===== config.mk =====
export PLATFORM = sky130hd
export DESIGN_NAME = instruction_fetch_unit
export DESIGN_NICKNAME = d
export VERILOG_FILES = /design/src/rtl/fetch_pkg.sv /design/src/rtl/fetch_buffer.sv /design/src/rtl/instruction_fetch_unit.sv
export SDC_FILE = /design/constraint.sdc
export NUM_CORES = 1
export LEC_CHECK = 0
export ABC_AREA = 1
export CORE_ASPECT_RATIO = 0.5
export CORE_MARGIN = 2
export CORE_UTILIZATION = 45
export CTS_CLUSTER_DIAMETER = 40
export DETAILED_ROUTE_END_ITERATION = 10
export PLACE_DENSITY = 0.71
export SLEW_MARGIN = 20
export SYNTH_ARGS = -nofsm -noshare
export SYNTH_HDL_FRONTEND = slang
export SYNTH_SLANG_ARGS = --single-unit

===== constraint.sdc =====
create_clock -name i_clk -period 4.12 [get_ports i_clk]
set_input_delay 0.824 -clock i_clk [delete_from_list [all_inputs] [get_ports i_clk]]
set_output_delay 0.824 -clock i_clk [all_outputs]
set_load 0.02 [all_outputs]

===== src/rtl/fetch_pkg.sv =====
// Shared types and constants for the instruction fetch unit and its output buffer.
package fetch_pkg;

  localparam int INSTR_W = 32;
  localparam int ADDR_W  = 32;

  typedef enum logic [0:0] {
    FETCH_RUN   = 1'b0,
    FETCH_FAULT = 1'b1
  } fetch_state_e;

  typedef struct packed {
    logic [ADDR_W-1:0]  pc;
    logic [INSTR_W-1:0] instr;
  } fetch_entry_t;

  // A fetch address is usable when it is word aligned and inside the memory.
  function automatic logic pc_legal(input logic [ADDR_W-1:0] pc,
                                    input logic [ADDR_W-1:0] limit);
    return (pc[1:0] == 2'b00) && (pc < limit);
  endfunction

endpackage


===== src/rtl/fetch_buffer.sv =====
// Small synchronous FIFO of (pc, instr) entries between the memory response and decode.
// Flush wins over push and pop; push into a full buffer is accepted only alongside a pop.
module fetch_buffer
  import fetch_pkg::*;
#(
  parameter int DEPTH = 2,
  parameter int CNT_W = $clog2(DEPTH) + 1
) (
  input  logic             i_clk,
  input  logic             i_reset,
  input  logic             i_flush,
  input  logic             i_push,
  input  fetch_entry_t     i_push_entry,
  input  logic             i_pop,
  output logic [CNT_W-1:0] o_count,
  output fetch_entry_t     o_head
);

  localparam int PTR_W = $clog2(DEPTH);

  logic [PTR_W-1:0] r_rd_ptr;
  logic [PTR_W-1:0] r_wr_ptr;
  logic [CNT_W-1:0] r_count;
  fetch_entry_t     r_mem [DEPTH];

  logic w_empty;
  logic w_full;
  logic w_do_pop;
  logic w_do_push;

  assign w_empty   = (r_count == '0);
  assign w_full    = (r_count == CNT_W'(DEPTH));
  assign w_do_pop  = i_pop && !w_empty;
  assign w_do_push = i_push && (!w_full || w_do_pop);

  always_ff @(posedge i_clk) begin
    if (i_reset) begin
      r_rd_ptr <= '0;
      r_wr_ptr <= '0;
      r_count  <= '0;
      for (int i = 0; i < DEPTH; i++) begin
        r_mem[i] <= '0;
      end
    end else if (i_flush) begin
      r_rd_ptr <= '0;
      r_wr_ptr <= '0;
      r_count  <= '0;
    end else begin
      if (w_do_push) begin
        r_mem[r_wr_ptr] <= i_push_entry;
        r_wr_ptr        <= r_wr_ptr + PTR_W'(1);
      end
      if (w_do_pop) begin
        r_rd_ptr <= r_rd_ptr + PTR_W'(1);
      end
      case ({w_do_push, w_do_pop})
        2'b10:   r_count <= r_count + CNT_W'(1);
        2'b01:   r_count <= r_count - CNT_W'(1);
        default: r_count <= r_count;
      endcase
    end
  end

  assign o_count = r_count;
  assign o_head  = r_mem[r_rd_ptr];

endmodule


===== src/rtl/instruction_fetch_unit.sv =====
// Fetch initiator: owns the PC, issues word reads to the instruction memory and hands
// (pc, instr) pairs to decode; redirects restart fetch, bad addresses park it in FAULT.
module instruction_fetch_unit
  import fetch_pkg::*;
#(
  parameter logic [31:0] RESET_PC  = 32'h0000_0000,
  parameter int          MEM_WORDS = 8,
  parameter int          BUF_DEPTH = 2
) (
  input  logic               i_clk,
  input  logic               i_reset,
  output logic [ADDR_W-1:0]  o_imem_addr,
  input  logic [INSTR_W-1:0] i_imem_instr,
  input  logic               i_redirect_valid,
  input  logic [ADDR_W-1:0]  i_redirect_pc,
  output logic               o_out_valid,
  input  logic               i_out_ready,
  output logic [ADDR_W-1:0]  o_out_pc,
  output logic [INSTR_W-1:0] o_out_instr,
  output logic               o_fetch_fault,
  output logic [0:0]         o_dbg_state
);

  localparam int                CNT_W    = $clog2(BUF_DEPTH) + 1;
  localparam int                OCC_W    = CNT_W + 1;
  localparam logic [ADDR_W-1:0] PC_LIMIT = ADDR_W'(4 * MEM_WORDS);
  localparam logic [0:0]        ST_RUN   = FETCH_RUN;
  localparam logic [0:0]        ST_FAULT = FETCH_FAULT;

  logic [ADDR_W-1:0] r_fetch_pc;
  logic [0:0]        r_state;
  logic              r_epoch;
  logic              r_inflight;
  logic              r_tag_epoch;
  logic [ADDR_W-1:0] r_tag_pc;

  logic [0:0]        w_state_next;
  logic [CNT_W-1:0]  w_count;
  fetch_entry_t      w_head;
  fetch_entry_t      w_push_entry;
  logic [OCC_W-1:0]  w_occupancy;
  logic              w_pop;
  logic              w_push;
  logic              w_room;
  logic              w_pc_legal;
  logic              w_issue;
  logic              w_fault_entry;

  // Decode handshake: an entry transfers in every cycle where o_out_valid and
  // i_out_ready are both high; while valid is high and ready low the head is held.
  assign w_pop = o_out_valid & i_out_ready;

  // Entries held plus the one response still on its way, after this cycle's pop,
  // must leave a free slot before another read may be issued.
  assign w_occupancy = {1'b0, w_count}
                     + {{CNT_W{1'b0}}, r_inflight}
                     - {{CNT_W{1'b0}}, w_pop};
  assign w_room      = w_occupancy < OCC_W'(BUF_DEPTH);

  assign w_pc_legal    = pc_legal(r_fetch_pc, PC_LIMIT);
  assign w_issue       = (r_state == ST_RUN) && !i_redirect_valid && w_room && w_pc_legal;
  assign w_fault_entry = (r_state == ST_RUN) && !i_redirect_valid && w_room && !w_pc_legal;

  // Responses from before the latest redirect carry a stale epoch and are dropped.
  assign w_push       = r_inflight && (r_tag_epoch == r_epoch);
  assign w_push_entry = '{pc: r_tag_pc, instr: i_imem_instr};

  always_comb begin
    w_state_next = r_state;
    if (i_redirect_valid) begin
      if (pc_legal(i_redirect_pc, PC_LIMIT)) begin
        w_state_next = ST_RUN;
      end
    end else if (w_fault_entry) begin
      w_state_next = ST_FAULT;
    end
  end

  always_ff @(posedge i_clk) begin
    if (i_reset) begin
      r_fetch_pc  <= RESET_PC;
      r_state     <= ST_RUN;
      r_epoch     <= 1'b0;
      r_inflight  <= 1'b0;
      r_tag_epoch <= 1'b0;
      r_tag_pc    <= '0;
    end else begin
      r_state    <= w_state_next;
      r_inflight <= w_issue;
      if (i_redirect_valid) begin
        r_epoch    <= ~r_epoch;
        r_fetch_pc <= i_redirect_pc;
      end else if (w_issue) begin
        r_fetch_pc <= r_fetch_pc + ADDR_W'(4);
      end
      if (w_issue) begin
        r_tag_pc    <= r_fetch_pc;
        r_tag_epoch <= r_epoch;
      end
    end
  end

  fetch_buffer #(
    .DEPTH (BUF_DEPTH),
    .CNT_W (CNT_W)
  ) u_fetch_buffer (
    .i_clk        (i_clk),
    .i_reset      (i_reset),
    .i_flush      (i_redirect_valid),
    .i_push       (w_push),
    .i_push_entry (w_push_entry),
    .i_pop        (w_pop),
    .o_count      (w_count),
    .o_head       (w_head)
  );

  assign o_imem_addr   = r_fetch_pc;
  assign o_out_valid   = (w_count != '0);
  assign o_out_pc      = w_head.pc;
  assign o_out_instr   = w_head.instr;
  assign o_fetch_fault = (r_state == ST_FAULT);
  assign o_dbg_state   = r_state;

endmodule


==> qor.tcl <==
set qor(ir_worst_vdd_mv) 0.253
set qor(fraction_of_the_yosys_area_taken_by_sequential_cells) 0.629
set qor(final_total_negative_setup_slack_ps) 0
set qor(chipHeight_um) 101
set qor(setup.reg_to_reg.worst_slack_ps) 1200
set qor(synth-warning-count) 0
set qor(maximum_capacitance_violations) 0
set qor(cp_data_arrival_time_ps) 3440
set qor(ctsRootBufferMaster) {sky130_fd_sc_hd__clkbuf_16}
set qor(peak_fanout_along_the_critical_path) 33
set qor(dpl.hpwl_mm) 10.7
set qor(synth_fp_nets) 825
set qor(cts-buffers-inserted) 19
set qor(dr_iter_0_viols) 287
set qor(total_leakage_power_nw) 3.98
set qor(ctsLongestPathBuffers) 3
set qor(post_synth.cell_area_avg_um2) 11.2
set qor(cp_slowest_cell) {sky130_fd_sc_hd__clkdlybuf4s50_1}
set qor(setup_repair_after_global_routing_missed_its_margin) {false}
set qor(starting_density_of_the_core) 0.458
set qor(outcome) {complete, no violations}
set qor(die_footprint_um2) 19900
set qor(ys_ff_latch) 201
set qor(timing.slew.headroom) 0.370
set qor(ctsHtreeMaxLevel) 1
set qor(setup_ws_ps) 1080
set qor(placement.io_buffers) 166
set qor(syn-instance-count) 754
set qor(insertedDiodeCount) 0
set qor(final_design_area_no_fill_um2) 10800
set qor(worst_slew_pin_slew_ps) 945
set qor(placementRows) 35
set qor(p_per_area_nw_per_um2) 404
set qor(post_cts_buffers) 0
set qor(worstSetupPathType) {in2reg}
set qor(drt_drc_violations_left) 0
set qor(wire_length_per_cell_um) 15.2
set qor(setup_viol_count_final) 0
set qor(post_synth_instance_area_um2) 8430
set qor(critPathLaunchType) {input port}
set qor(max_stage_delay_ps) 500
set qor(critical_path.most_common_cell) {sky130_fd_sc_hd__nand2_1}
set qor(final_period_minus_worst_setup_slack_ps) 3040
set qor(post_synth_main_area_contributors) {sky130_fd_sc_hd__edfxtp_1 46%, sky130_fd_sc_hd__dfxtp_1 17%, sky130_fd_sc_hd__mux2_2 8.6%}
set qor(layout-drive-gt1-share) 0.157
set qor(timing.reg2reg.worst_path_depth) 13
set qor(drt_pre_antenna_iters) 5
set qor(clk_pin_slew_worst_paths_ps) 60
set qor(final.period_utilization) 0.737
set qor(worst-endpoint-required_ps) 4520
set qor(antenna_found_initial) 0
set qor(number_of_hold_violations_in_the_final_report) 0
set qor(final_nets) 976
set qor(cell_breakdown_of_the_critical_path) {clkdlybuf4s50_1 > nand2_2 > inv_1 > ha_1 > inv_1 > nand2_1 > fa_1 > nand2_1 > nor2_2 > nand3_4 > inv_4 > nand2_1 > a21oi_1}
set qor(drt-total-wl_mm) 17.6
set qor(first_global_vias) 5724
set qor(cts-resized-gates) 0
set qor(ioPinCount) 167
set qor(gr_ovfl_total) 0
set qor(max_frequency_mhz) 329
set qor(rr_endpoint) {r_tag_pc[2]}
set qor(grt_first_pass_wirelength_mm) 28.0
set qor(clock-skew-final_ps) 9.34
set qor(synth_area_leader_cell) {sky130_fd_sc_hd__edfxtp_1}
set qor(via_total_after_detailed_routing) 5715
set qor(yosys.area.top_type_share) 0.456
set qor(mostFrequentLayoutCell) {sky130_fd_sc_hd__clkdlybuf4s50_1}
set qor(cts.sinks) 201
set qor(gp_congestion) 0.762
set qor(rr_startpoint) {u_fetch_buffer.o_count[1]}
set qor(clock_tree_from_tritoncts) {yes}
set qor(min_delay_path_depth) 1
set qor(grtUsageTotal) 0.176
set qor(avgViaCountPerCell) 4.94
set qor(final-max-slew-violation-count) 0
set qor(timing.hold.worst.start) {u_fetch_buffer.r_rd_ptr}
set qor(post-place-ws_ps) 618
set qor(clock_insertion_delay_worst_skew_ps) 480
set qor(coreArea_um2) 18400
set qor(hp-class) {reg2reg}
set qor(power_mw) 4.38
set qor(placed_area_um2) 10200
set qor(final.hold.worst_slack_ps) 450
set qor(worstSetupEndpointType) {flop}
set qor(chipWidth_um) 198
set qor(number_of_nets_still_failing_antenna_checks_after_routing) 0
set qor(synthToLayoutAreaGrowth_pct) 28.5
set qor(mostFrequentLayoutCells) {165 x sky130_fd_sc_hd__clkdlybuf4s50_1, 128 x sky130_fd_sc_hd__edfxtp_1, 127 x sky130_fd_sc_hd__nor2_1}
set qor(pin_count_of_the_biggest_net_entering_global_routing) 66
set qor(synth_cell_types) 34
set qor(cts_hold_buf) 0
stage by stage:
step / std cells / util
detailed placement: 1124 / 0.554
global placement: 1124 / 0.554
CTS: 1157 / 0.589
finish: 1157 / 0.589
global route: 1157 / 0.589
floorplan: 754 / -
area by class of cell:
cell class                      count  area [um^2]
Tap cell                          240          300
Clock inverter                     12          156
Sequential cell                   201         5310
Timing Repair Buffer              173         1730
Multi-Input combinational cell    426         2540
Inverter                           84          318
Fill cell                        1519         7560
Clock buffer                       21          483
routing by layer:
metal	global-route usage	vias to the layer above	share of wire
met1	0.232	2772	0.44
li1	-	2798	-
met2	0.305	125	0.49
met5	0	-	0
met4	0.0312	0	0.011
met3	0.0368	20	0.054
critical path: cells and delay by family:
kind                     cells  cell delay, ps
buffers and inverters        4            1020
AO/OA/AOI/OAI                1             140
AND/OR/NAND/NOR              6             710
adder cells (fa/ha/maj)      2             730
how the worst max path moves through the flow:
stage	end	from
floorplan	u_fetch_buffer.r_mem[1][0]	i_reset
global placement	r_tag_pc[2]	i_out_ready
detailed placement	r_tag_pc[2]	i_out_ready
CTS	r_tag_pc[2]	i_out_ready
global route	r_tag_pc[2]	i_out_ready
finish	r_tag_pc[2]	i_out_ready
cells in the mapped netlist (all sizes together):
library cell / instances
a21oi: 37
dfxtp: 73
ha: 2
fa: 1
nand3b: 2
xnor2: 1
nand4: 1
clkbuf: 13
nor3: 31
nor4: 4
a31oi: 1
o21ai: 12
or2: 1
inv: 84
xor2: 2
nor2: 162
buf: 30
nand2: 68
nand3: 35
edfxtp: 128
and2: 2
mux2: 64
report_power, final:
group | switching (mW) | leakage [nW] | internal [mW] | total (mW)
registers | 0.0278 | 1.92 | 2.20 | 2.22
clock network | 0.717 | 0.310 | 1.09 | 1.81
logic | 0.180 | 1.75 | 0.166 | 0.346
total | 0.925 | 3.98 | 3.46 | 4.38
logic make-up after synthesis:
kind of cell | count (synthesis) | synth area share
buf+inv | 127 | 0.0730
compound gates | 50 | 0.0298
fa+ha+maj | 3 | 0.00534
mux | 64 | 0.0855
flops | 201 | 0.629
simple gates | 306 | 0.174
xor+xnor | 3 | 0.00312
state kept, by name, indices dropped and copies added (netlist names), named ones only:
name                     cells
o_imem_addr                 32
o_dbg_state                  1
r_inflight                   1
r_epoch                      1
u_fetch_buffer.r_rd_ptr      1
u_fetch_buffer.r_wr_ptr      1
u_fetch_buffer.o_count       2
r_tag_epoch                  1
r_tag_pc                    32
u_fetch_buffer.r_mem       128
No activity file was read; power rests on OpenSTA's default activity.
